<file path="src/rtl/instr_encoder_pkg.sv">
// Shared RV32I ALU-encoding constants and the team ALU code lookup used by
// the encoder and the decoder.
package instr_encoder_pkg;

    localparam logic [3:0] ALU_AND  = 4'b0000;
    localparam logic [3:0] ALU_OR   = 4'b0001;
    localparam logic [3:0] ALU_ADD  = 4'b0010;
    localparam logic [3:0] ALU_SLL  = 4'b0011;
    localparam logic [3:0] ALU_SUB  = 4'b0100;
    localparam logic [3:0] ALU_SRL  = 4'b0101;
    localparam logic [3:0] ALU_SLTU = 4'b0110;
    localparam logic [3:0] ALU_XOR  = 4'b0111;
    localparam logic [3:0] ALU_SLT  = 4'b1000;
    localparam logic [3:0] ALU_SRA  = 4'b1001;

    localparam logic [6:0] OPCODE_OP     = 7'b0110011;
    localparam logic [6:0] OPCODE_OP_IMM = 7'b0010011;

    localparam logic [6:0] FUNCT7_BASE = 7'b0000000;
    localparam logic [6:0] FUNCT7_ALT  = 7'b0100000;

    localparam logic [2:0] F3_ADD_SUB = 3'b000;
    localparam logic [2:0] F3_SLL     = 3'b001;
    localparam logic [2:0] F3_SLT     = 3'b010;
    localparam logic [2:0] F3_SLTU    = 3'b011;
    localparam logic [2:0] F3_XOR     = 3'b100;
    localparam logic [2:0] F3_SRL_SRA = 3'b101;
    localparam logic [2:0] F3_OR      = 3'b110;
    localparam logic [2:0] F3_AND     = 3'b111;

    typedef struct packed {
        logic       legal;
        logic [2:0] funct3;
        logic       alt;     // SUB/SRA variant: selects FUNCT7_ALT
    } alu_decode_t;

    function automatic alu_decode_t alu_decode(input logic [3:0] op);
        alu_decode_t d;
        d = '{legal: 1'b1, funct3: F3_ADD_SUB, alt: 1'b0};
        case (op)
            ALU_ADD:  d.funct3 = F3_ADD_SUB;
            ALU_SUB:  begin d.funct3 = F3_ADD_SUB; d.alt = 1'b1; end
            ALU_SLL:  d.funct3 = F3_SLL;
            ALU_SLT:  d.funct3 = F3_SLT;
            ALU_SLTU: d.funct3 = F3_SLTU;
            ALU_XOR:  d.funct3 = F3_XOR;
            ALU_SRL:  d.funct3 = F3_SRL_SRA;
            ALU_SRA:  begin d.funct3 = F3_SRL_SRA; d.alt = 1'b1; end
            ALU_OR:   d.funct3 = F3_OR;
            ALU_AND:  d.funct3 = F3_AND;
            default:  d.legal = 1'b0;
        endcase
        return d;
    endfunction

endpackage

</file>
<file path="src/rtl/instr_fifo.sv">
// Show-ahead synchronous FIFO holding encoded instruction words; the head
// entry is visible on rdata_o whenever empty_o is low.
module instr_fifo #(
    parameter int unsigned WIDTH = 32,
    parameter int unsigned DEPTH = 2
) (
    input  logic             clk,
    input  logic             reset,
    input  logic             push_i,
    input  logic [WIDTH-1:0] wdata_i,
    input  logic             pop_i,
    output logic [WIDTH-1:0] rdata_o,
    output logic             empty_o,
    output logic             full_o
);
    localparam int unsigned AW = (DEPTH > 1) ? $clog2(DEPTH) : 1;
    localparam logic [AW:0] PTR_ONE = {{AW{1'b0}}, 1'b1};

    logic [WIDTH-1:0] mem_q [DEPTH];
    logic [AW:0]      wr_ptr_q, wr_ptr_d;
    logic [AW:0]      rd_ptr_q, rd_ptr_d;
    logic             do_push, do_pop;

    // Extra pointer MSB distinguishes full from empty when indices match.
    assign empty_o = (wr_ptr_q == rd_ptr_q);
    assign full_o  = (wr_ptr_q[AW] != rd_ptr_q[AW]) &&
                     (wr_ptr_q[AW-1:0] == rd_ptr_q[AW-1:0]);
    assign rdata_o = mem_q[rd_ptr_q[AW-1:0]];

    assign do_push = push_i && !full_o;
    assign do_pop  = pop_i && !empty_o;

    always_comb begin
        wr_ptr_d = wr_ptr_q;
        rd_ptr_d = rd_ptr_q;
        if (do_push) wr_ptr_d = wr_ptr_q + PTR_ONE;
        if (do_pop)  rd_ptr_d = rd_ptr_q + PTR_ONE;
    end

    always_ff @(posedge clk) begin
        if (reset) begin
            wr_ptr_q <= '0;
            rd_ptr_q <= '0;
        end else begin
            wr_ptr_q <= wr_ptr_d;
            rd_ptr_q <= rd_ptr_d;
        end
    end

    always_ff @(posedge clk) begin
        if (do_push) mem_q[wr_ptr_q[AW-1:0]] <= wdata_i;
    end

endmodule

</file>
<file path="src/rtl/instr_encoder.sv">
// RV32I R/I-type ALU instruction encoder with buffered, address-tagged output
// and illegal-request reporting.
module instr_encoder
    import instr_encoder_pkg::*;
#(
    parameter int unsigned FIFO_DEPTH = 2,
    parameter logic [31:0] BASE_ADDR  = 32'h0000_0000
) (
    input  logic        clk,
    input  logic        reset,
    input  logic        in_valid,
    output logic        in_ready,
    input  logic [3:0]  in_alu_op,
    input  logic        in_imm_sel,
    input  logic [4:0]  in_rd,
    input  logic [4:0]  in_rs1,
    input  logic [4:0]  in_rs2,
    input  logic [11:0] in_imm,
    output logic        out_valid,
    input  logic        out_ready,
    output logic [31:0] out_instr,
    output logic [31:0] out_addr,
    output logic        err_illegal,
    output logic [7:0]  err_count
);
    alu_decode_t dec;
    logic        illegal;
    logic [6:0]  imm_hi;
    logic [31:0] enc_word;

    logic        fifo_full, fifo_empty;
    logic [31:0] fifo_head;
    logic        accept, push, pop;

    logic [31:0] addr_q, addr_d;
    logic [31:0] last_q, last_d;
    logic        err_pulse_q, err_pulse_d;
    logic [7:0]  err_cnt_q, err_cnt_d;

    always_comb begin
        dec     = alu_decode(in_alu_op);
        illegal = !dec.legal || ((in_alu_op == ALU_SUB) && in_imm_sel);
        // Shift immediates carry only shamt; the upper bits encode the variant.
        if ((in_alu_op == ALU_SLL) || (in_alu_op == ALU_SRL))
            imm_hi = FUNCT7_BASE;
        else if (in_alu_op == ALU_SRA)
            imm_hi = FUNCT7_ALT;
        else
            imm_hi = in_imm[11:5];
        if (in_imm_sel)
            enc_word = {imm_hi, in_imm[4:0], in_rs1, dec.funct3, in_rd, OPCODE_OP_IMM};
        else
            enc_word = {(dec.alt ? FUNCT7_ALT : FUNCT7_BASE), in_rs2, in_rs1,
                        dec.funct3, in_rd, OPCODE_OP};
    end

    assign in_ready  = !reset && !fifo_full;
    assign accept    = in_valid && in_ready;
    assign push      = accept && !illegal;
    assign out_valid = !fifo_empty;
    assign pop       = out_valid && out_ready;

    instr_fifo #(
        .WIDTH(32),
        .DEPTH(FIFO_DEPTH)
    ) u_fifo (
        .clk     (clk),
        .reset   (reset),
        .push_i  (push),
        .wdata_i (enc_word),
        .pop_i   (pop),
        .rdata_o (fifo_head),
        .empty_o (fifo_empty),
        .full_o  (fifo_full)
    );

    // last_q keeps the most recently transferred word visible while empty.
    assign out_instr   = fifo_empty ? last_q : fifo_head;
    assign out_addr    = addr_q;
    assign err_illegal = err_pulse_q;
    assign err_count   = err_cnt_q;

    always_comb begin
        addr_d      = addr_q;
        last_d      = last_q;
        err_pulse_d = accept && illegal;
        err_cnt_d   = err_cnt_q;
        if (pop) begin
            addr_d = addr_q + 32'd4;
            last_d = fifo_head;
        end
        if (accept && illegal && (err_cnt_q != '1))
            err_cnt_d = err_cnt_q + 8'd1;
    end

    always_ff @(posedge clk) begin
        if (reset) begin
            addr_q      <= BASE_ADDR;
            last_q      <= '0;
            err_pulse_q <= 1'b0;
            err_cnt_q   <= '0;
        end else begin
            addr_q      <= addr_d;
            last_q      <= last_d;
            err_pulse_q <= err_pulse_d;
            err_cnt_q   <= err_cnt_d;
        end
    end

endmodule

</file>
<file path="config.mk">
export PLATFORM = sky130hd
export DESIGN_NAME = instr_encoder
export DESIGN_NICKNAME = d
export VERILOG_FILES = /design/src/rtl/instr_encoder_pkg.sv /design/src/rtl/instr_fifo.sv /design/src/rtl/instr_encoder.sv
export SDC_FILE = /design/constraint.sdc
export NUM_CORES = 1
export LEC_CHECK = 0
export ABC_CLOCK_PERIOD_IN_PS = 6600
export CAP_MARGIN = 10
export CORE_MARGIN = 4
export CORE_UTILIZATION = 55
export DETAILED_ROUTE_END_ITERATION = 8
export PLACE_DENSITY = 0.93
export SLEW_MARGIN = 20
export SYNTH_ARGS = -nofsm -noshare
export SYNTH_HDL_FRONTEND = slang
export SYNTH_SLANG_ARGS = --single-unit
</file>
<file path="constraint.sdc">
create_clock -name clk -period 6.6 [get_ports clk]
set_clock_uncertainty 0.2 [all_clocks]
set_input_delay 1.32 -clock clk [delete_from_list [all_inputs] [get_ports clk]]
set_output_delay 1.32 -clock clk [all_outputs]
set_load 0.02 [all_outputs]
</file>
# Word level (Yosys, flattened, before mapping)
# Memories as Yosys holds them, arrays and structs flattened. A register that Yosys moved wholly into a read port is not among the register bits.
# Index checks and enable logic that the tools add are counted.
[op_classes] n_mux=12 eq_ne=13 reduce_logical=21 n_addsub=4
[ops] operator="$mux W32" count=2
[ops] operator="$add A32 B3 Y32 const B" count=1
[ops] operator="$pmux W3 S7" count=1
[ops] operator="$eq A4 B3 Y1 const B" count=4
[ops] operator="$mux W7" count=2
[ops] operator="$logic_and A1 B1 Y1" count=10
[ops] operator="$reduce_or A10 Y1" count=1
[ops] operator="$add A8 B1 Y8 const B" count=1
[ops] operator="$eq A4 B2 Y1 const B" count=2
[ops] operator="$eq A4 B4 Y1 const B" count=2
[ops] operator="$ne A8 B8 Y1 const B" count=1
[ops] operator="$mux W1" count=6
[ops] operator="$mux W6" count=1
[ops] operator="$logic_not A1 Y1" count=5
[ops] operator="$add A2 B1 Y2 const B" count=2
[ops] operator="$eq A4 B1 Y1 const B" count=1
[ops] operator="$logic_not A4 Y1" count=1
[ops] operator="$reduce_or A2 Y1" count=2
[ops] operator="$eq A2 B2 Y1" count=1
[ops] operator="$logic_or A1 B1 Y1" count=2
[ops] operator="$eq A1 B1 Y1" count=1
[ops] operator="$ne A1 B1 Y1" count=1
[word_totals] inputBits=36 ram_bits=64 ff_bits=77 n_memories=1
[mem_list] memory="u_fifo.mem_q" words=2 width=32 rd=1 rd_ports_with_merged_regs=1 wr=1 line="instr_fifo.sv:19" rtl="logic [WIDTH-1:0] mem_q [DEPTH];"

# Longest topological paths before layout
# Gate-level depths: netlist of the first run.
[logic_depth] ltp_word=10 ltp_mapped=6

# Cells and area by module
# Synthesis of the first run repeated with hierarchy kept, for this count alone.
[hier_totals] hier_cells=574 hier_area_um2=6199.7
[modules_own_cells] mod="instr_encoder" cells_per_inst=441 instances=1 seq_area_each_um2=1421.4 area_each_um2=3614.7
[modules_own_cells] mod="instr_fifo" cells_per_inst=133 instances=1 seq_area_each_um2=2021.9 area_each_um2=2585.0

# Worst setup path after synthesis of the first run
# Ideal clock, no wire load.
[synth_timing] path_type="input port to flip-flop" startpoint="input port reset" endpoint="memory u_fifo.mem_q[1][10] (enable)" path_slack_ns=2.712 required_ns=5.988 setup_time_ns=0.412 n_path_buf=1 arrival_ns=3.276 path_stages=4 path_cell_list="clkbuf_1 a21oi_1 nand3_1 nor2_1"
[synth_between] elab_chain_cells=7
[synth_rtl] element="from (decl)" line="instr_encoder.sv:10" rtl="input logic reset,"
[synth_rtl] element="$logic_not A1 Y1" line="instr_encoder.sv:57" rtl="assign in_ready = !reset && !fifo_full;"
[synth_rtl] element="$logic_and A1 B1 Y1" line="instr_encoder.sv:57"
[synth_rtl] element="via in_ready" line="instr_encoder.sv:12" rtl="output logic in_ready,"
[synth_rtl] element="$logic_and A1 B1 Y1" line="instr_encoder.sv:58" rtl="assign accept = in_valid && in_ready;"
[synth_rtl] element="$logic_and A1 B1 Y1" line="instr_encoder.sv:59" rtl="assign push = accept && !illegal;"
[synth_rtl] element="$logic_and A1 B1 Y1" line="instr_fifo.sv:30" rtl="assign do_push = push_i && !full_o;"
[synth_rtl] element="$mux W1" line="instr_fifo.sv:51" rtl="if (do_push) mem_q[wr_ptr_q[AW-1:0]] <= wdata_i;"
[synth_rtl] element="$mux W1 (not written as such)" line="instr_fifo.sv:51"
[synth_rtl] element="to (decl)" line="instr_fifo.sv:19"
# The timed path passes the listed nets, and every way through them passes these cells.

# Worst setup path after layout of the first run
[layout_timing] startpoint="register u_fifo.wr_ptr_q[1]" endpoint="output port out_instr[14]"
[layout_between] elab_chain_cells=2
[layout_rtl] element="from (decl)" line="instr_fifo.sv:20" rtl="logic [AW:0] wr_ptr_q, wr_ptr_d;"
[layout_rtl] element="from (signal assigned)" line="instr_fifo.sv:45" rtl="wr_ptr_q <= wr_ptr_d;"
[layout_rtl] element="$eq A2 B2 Y1" line="instr_fifo.sv:25" rtl="assign empty_o = (wr_ptr_q == rd_ptr_q);"
[layout_rtl] element="$mux W32" line="instr_encoder.sv:78" rtl="assign out_instr = fifo_empty ? last_q : fifo_head;"
[layout_rtl] element="to (decl)" line="instr_encoder.sv:21" rtl="output logic [31:0] out_instr,"
# Every way passes these cells.

==> impl_metrics.ini, run 1 <==
[outcome]
status = completed

[route]
postRouteAntennaNets = 0
wirelength_microns = 11700
vias_per_cell = 5.52
route.top_layer_used = met4
dr_wl_met2_microns = 5880
wl_per_cell_microns = 15.7
num_vias = 4098
dr_wl_met3_microns = 798
firstDrtPassIters = 4
wirelength_met1_microns = 4750
post-route-drc-count = 0
drt_iter0_markers = 153

[sta]
drv_slew = 0
tightestPinTransition_ns = 1.04
tns_ns = 0
layout_min_cycle_time_ns = 4.99
grt_setup_unrepaired = no
finalHoldViolCount = 0
fmax_ghz = 0.200
setup_viol_count_final = 0
maxSlewHeadroom = 0.304
fin_crit_sh = 0.756

[clock_tree]
cts_tree = yes
clock-root-buffer = clkbuf_8
cts_sinks = 123
cts_setup_buffers = 0
clk_pin_slew_ns = 0.06
clk_latency_ns = 0.51
cts_hold_buf = 0
htreeDepth = 4
clock_path_buffers = 2
cts_resized = 0
cts_made_buffers = 17

[synthesis]
ys_types = 46
netlist_area_sq_um = 5270
synth.avg_cell_area_sq_um = 10.5
synth-seq-area-share = 0.566
yosysWarnings = 0
synthFlopType = dfxtp_1
netlist_instances = 503
synthArstFlopShare = 0
ys_ff_latch = 123
synth_edf_count = 52

[worst_setup_path]
reg2reg_from = u_fifo.wr_ptr_q[1]
crit_type = reg2out
worstSetupStartpoint = u_fifo.wr_ptr_q[1]
end_kind = primary output
cp.arrival_ns = 3.47
reg2reg_depth = 5
r2r_end = out_addr[22]
reg2reg_slack_ns = 3.81
crit_required_ns = 5.08
cp_max_fo = 59
start_kind = flop
crit_end = out_instr[14]

[power]
power_density_nw_per_um2 = 328
power_leakage_nw = 2.43
irDropWorstVdd_v = 0.000234
fin_total_pwr_mw = 2.27

[grt]
grt_pass1_vias = 4100
grt_max_degree = 73
grt_pass1_wl_microns = 19000
antenna_found_initial = 0
grtUsageTotal = 0.212
grt_overflow = 0

[floorplanning]
initial_utilization = 0.568
row_count = 35
coreArea_sq_um = 9280
io-pin-count = 111
die_y_microns = 106
die_width_microns = 106
dieArea_sq_um = 11200

[final_layout]
nets = 638
drive_gt1_frac = 0.0881
final_common_cell = clkdlybuf4s50_1
areaGrowthSynthToFinish_pct = 31.4
final_cell_mix = clkdlybuf4s50_1 (104), nor2_1 (94), dfxtp_1 (70)
n_antenna_cell = 0

[flow_run]
cap_violations = 0

[place]
io_buffers = 105
gp_congestion = 0.842
place_hpwl_microns = 7620

[worst_hold_path]
min_path_cells = 2
hold_class = reg2reg
[per-stage QoR]
stage | setup WS, ns | instance area [sq um] | std cells | hold slack (ns) | utilization
2_1_floorplan | 2.71 | 5280 | 507 | 0.234 | -
3_3_place_gp | 2.37 | 6370 | 710 | 0.246 | 0.686
3_5_place_dp | 2.29 | 6370 | 710 | 0.257 | 0.686
4_1_cts | 1.67 | 6920 | 742 | 0.270 | 0.746
5_1_grt | 1.42 | 6920 | 742 | 0.319 | 0.746
6_report | 1.61 | 6920 | 742 | 0.270 | 0.746
[cells in the mapped netlist, types with 2 or more instances]
cell      count  area share
a211oi_1     26       0.037
mux2_2        5       0.011
buf_1         3      0.0021
mux2i_1      32       0.061
edfxtp_1     52        0.30
ha_1          2      0.0047
nand3_1      16       0.015
or3_1         4      0.0047
clkbuf_1     16       0.011
nand2_1      24       0.017
xnor2_1      11       0.018
and3_1        9       0.011
inv_1         3      0.0021
a21oi_1      37       0.035
and4_1        7       0.012
xor2_1       25       0.042
nand2b_1      4      0.0047
nor2_1       96       0.068
buf_2         9      0.0085
nand4_1      12       0.014
nor3_1        5      0.0047
o21a_1        2      0.0028
dfxtp_1      71        0.27
o21ai_0       4      0.0038
buf_4         7       0.010
[critical path: stages (launching register included)]
cell and delay (ns):
dfxtp_1 0.35, xnor2_1 0.64, nand2_2 0.78, a21oi_1 0.50, clkdlybuf4s50_1 0.67
[routing by layer]
layer | vias to the layer above | GRT usage
li1 | 1980 | -
met1 | 1942 | 0.251
met2 | 152 | 0.361
met3 | 24 | 0.0667
met4 | 0 | 0.0796
met5 | - | 0
[worst min-delay path by stage]
| stage | from | end |
|---|---|---|
| after global routing | last_q[4] | last_q[4] |
| after floorplan | last_q[4] | last_q[4] |
| after global placement | last_q[4] | last_q[4] |
| final | last_q[4] | last_q[4] |
| after CTS | last_q[4] | last_q[4] |
| after detailed placement | last_q[4] | last_q[4] |
[cells by family (layout without fill, tap and decap cells)]
kind of cell	after synthesis	after routing	synth area share
AO/OA/AOI/OAI	79	79	0.0931
XOR/XNOR	36	36	0.0598
adder cells (fa/ha/maj)	2	2	0.00475
buffers and inverters	38	144	0.0342
flip-flops	123	123	0.566
multiplexers	37	37	0.0715
other	1	5	0.000712
AND/OR/NAND/NOR	187	187	0.170
[state kept, by name (all words and copies together) (netlist names), named ones only]
name,flops
u_fifo.mem_q,52
out_addr,30
last_q,27
err_count,8
u_fifo.rd_ptr_q,2
u_fifo.wr_ptr_q,2
err_illegal,1
[area by class of cell]
cell class	count	area, sq um
clock buffer	20	467
clock inverter	12	83.8
fill	626	2360
inverter	3	11.3
multi-input combinational	346	2140
sequential	123	2980
tap	129	161
timing repair buffer	109	1080
[power by group]
group          total (mW)  internal (mW)  switching [mW]
clock network       0.840          0.505           0.335
registers           0.878          0.839          0.0389
logic               0.552          0.244           0.308
total                2.27           1.59           0.682
Note: power is estimated with default switching activity, not from simulation.
==> run 2: changes to the inputs <==
ABC_CLOCK_PERIOD_IN_PS = 4500   (was 6600)
CORE_UTILIZATION = 46   (was 55)
PLACE_DENSITY = 0.84   (was 0.93)
clock period = 4.5 ns   (was 6.6 ns; I/O delays follow)
==> run 2 against run 1 <==
  * Core utilization fell by 12 points
  * Non-clock buffer count rose by 2
  * Setup slack got worse by 1.3 ns
  * Largest cell class unchanged
  * Via count fell by 2.6%
  * Routed wire length fell by 0.53%
  * Worst hold slack improved by 0.030 ns
  * Register-to-register slack got worse by 2.0 ns
  * Clock power rose by 45%
  * Critical path type unchanged
==> impl_metrics.ini, run 2 (synthesized netlist as in run 1, its figures left out) <==
[route]
post-route-drc-count = 0
wirelength_microns = 11600
num_vias = 3991
firstDrtPassIters = 4
drt_iter0_markers = 297
postRouteAntennaNets = 0
vias_per_cell = 5.29
wl_per_cell_microns = 15.4

[floorplanning]
io-pin-count = 111
initial_utilization = 0.478
die_y_microns = 115
dieArea_sq_um = 13200
row_count = 38
die_width_microns = 115
coreArea_sq_um = 11000

[power]
irDropWorstVdd_v = 0.000236
power_leakage_nw = 2.42
power_density_nw_per_um2 = 476
fin_total_pwr_mw = 3.31

[grt]
met1_usage = 0.223
grt.busiest_layer = met2
grt_overflow = 0
antenna_found_initial = 0
use_met3 = 0.0453
grt_max_degree = 72
use_met2 = 0.304
grtUsageTotal = 0.179
grt_pass1_wl_microns = 18800
grt_pass1_vias = 3996

[worst_setup_path]
cp_num_buf_inv = 1
crit_required_ns = 3.40
cp_max_fo = 54
crit_slowest_cell = nand2_2
cp.arrival_ns = 3.05
reg2reg_slack_ns = 1.79
r2r_end = out_addr[22]
crit_chain = xnor2_1 -> nand2_2 -> a21oi_1 -> clkdlybuf4s50_1
crit_type = reg2out
end_kind = primary output
worstSetupStartpoint = u_fifo.wr_ptr_q[0]
reg2reg_from = u_fifo.wr_ptr_q[0]
slowest_delay_ns = 0.72
path_delay_family = simple AND/OR/NAND/NOR gates
reg2reg_depth = 6
start_kind = flop

[clock_tree]
clk_latency_ns = 0.39
cts_resized = 0
cts_setup_buffers = 0
clk_pin_slew_ns = 0.05
cts_tree = yes
cts_made_buffers = 17
htreeDepth = 4
cts_hold_buf = 0
clock-root-buffer = clkbuf_16
clock_path_buffers = 2
cts_sinks = 123

[final_layout]
nFillCells = 884
seq_area_sq_um = 2980
n_antenna_cell = 0
multi_input_area_sq_um = 2140
nets = 640
largest_register_ffs = 52
layoutNonFillerInstCount = 755
drive_gt1_frac = 0.0862
final_cell_mix = clkdlybuf4s50_1 (104), nor2_1 (94), dfxtp_1 (70)
final_common_cell = clkdlybuf4s50_1
areaGrowthSynthToFinish_pct = 31.8

[sta]
layout_min_cycle_time_ns = 4.15
whs_ns = 0.300
grt_setup_unrepaired = no
finalHoldViolCount = 0
maxSlewHeadroom = 0.362
drv_slew = 0
setup_ws_ns = 0.347
tns_ns = 0
fmax_ghz = 0.241
setup_viol_count_final = 0
tightestPinTransition_ns = 0.954
fin_crit_sh = 0.923

[worst_hold_path]
min_path_cells = 2
hold_class = reg2reg
hold_end = last_q[28]
min_from = last_q[28]

[place]
post-place-ws_ns = 0.774
place_hpwl_microns = 7910
placed_cells_incl_taps = 723
gp_congestion = 0.799
io_buffers = 105

[outcome]
status = completed

[flow_run]
cap_violations = 0
-- run 2: cell types whose count changed in the layout (fill, tap and decap cells not counted), sizes merged --
cell	change
inv	-5
buf	+2
clkbuf	+2
clkinv	+2
clkinvlp	+1
-- run 2: worst max-delay path by stage --
stage,end,slack [ns],cells past startpoint
6_report,out_instr[25],0.35,4
5_1_grt,out_instr[20],0.10,4
4_1_cts,out_instr[20],0.34,4
3_5_place_dp,u_fifo.mem_q[1][17],0.77,6
3_3_place_gp,u_fifo.mem_q[1][7],0.84,6
2_1_floorplan,u_fifo.mem_q[1][10],1.03,4
-- run 2: cell type report --
cell class / instances / area share
inverters: 3 / 0.00162
flip-flops and latches: 123 / 0.430
well taps: 140 / 0.0252
clock buffers: 22 / 0.0685
clock inverters: 10 / 0.00973
multi-input cells: 346 / 0.308
repair buffers: 111 / 0.157
-- run 2: power by group --
part,total (mW),internal [mW],switching (mW)
clock network,1.22,0.749,0.466
logic,0.803,0.361,0.443
registers,1.29,1.23,0.0554
total,3.31,2.34,0.964
-- run 2: routing by layer --
metal  vias to the layer above  share of wire  routed length [microns]
li1                       1981              -                        -
met3                        13          0.070                      806
met1                      1857           0.43                     5000
met2                       140           0.49                     5670
met5                         -              0                        0
met4                         0          0.010                      120
-- run 2: through the flow --
stage	area, sq um	utilization
2_1_floorplan	5280	-
3_3_place_gp	6400	0.580
3_5_place_dp	6400	0.580
4_1_cts	6940	0.630
5_1_grt	6940	0.630
6_report	6940	0.630
-- run 2: tightest hold or removal path, cell delays in order (launching register included) --
cell,delay [ns]
dfxtp_1,0.31
nor2_1,0.09
a211oi_1,0.05
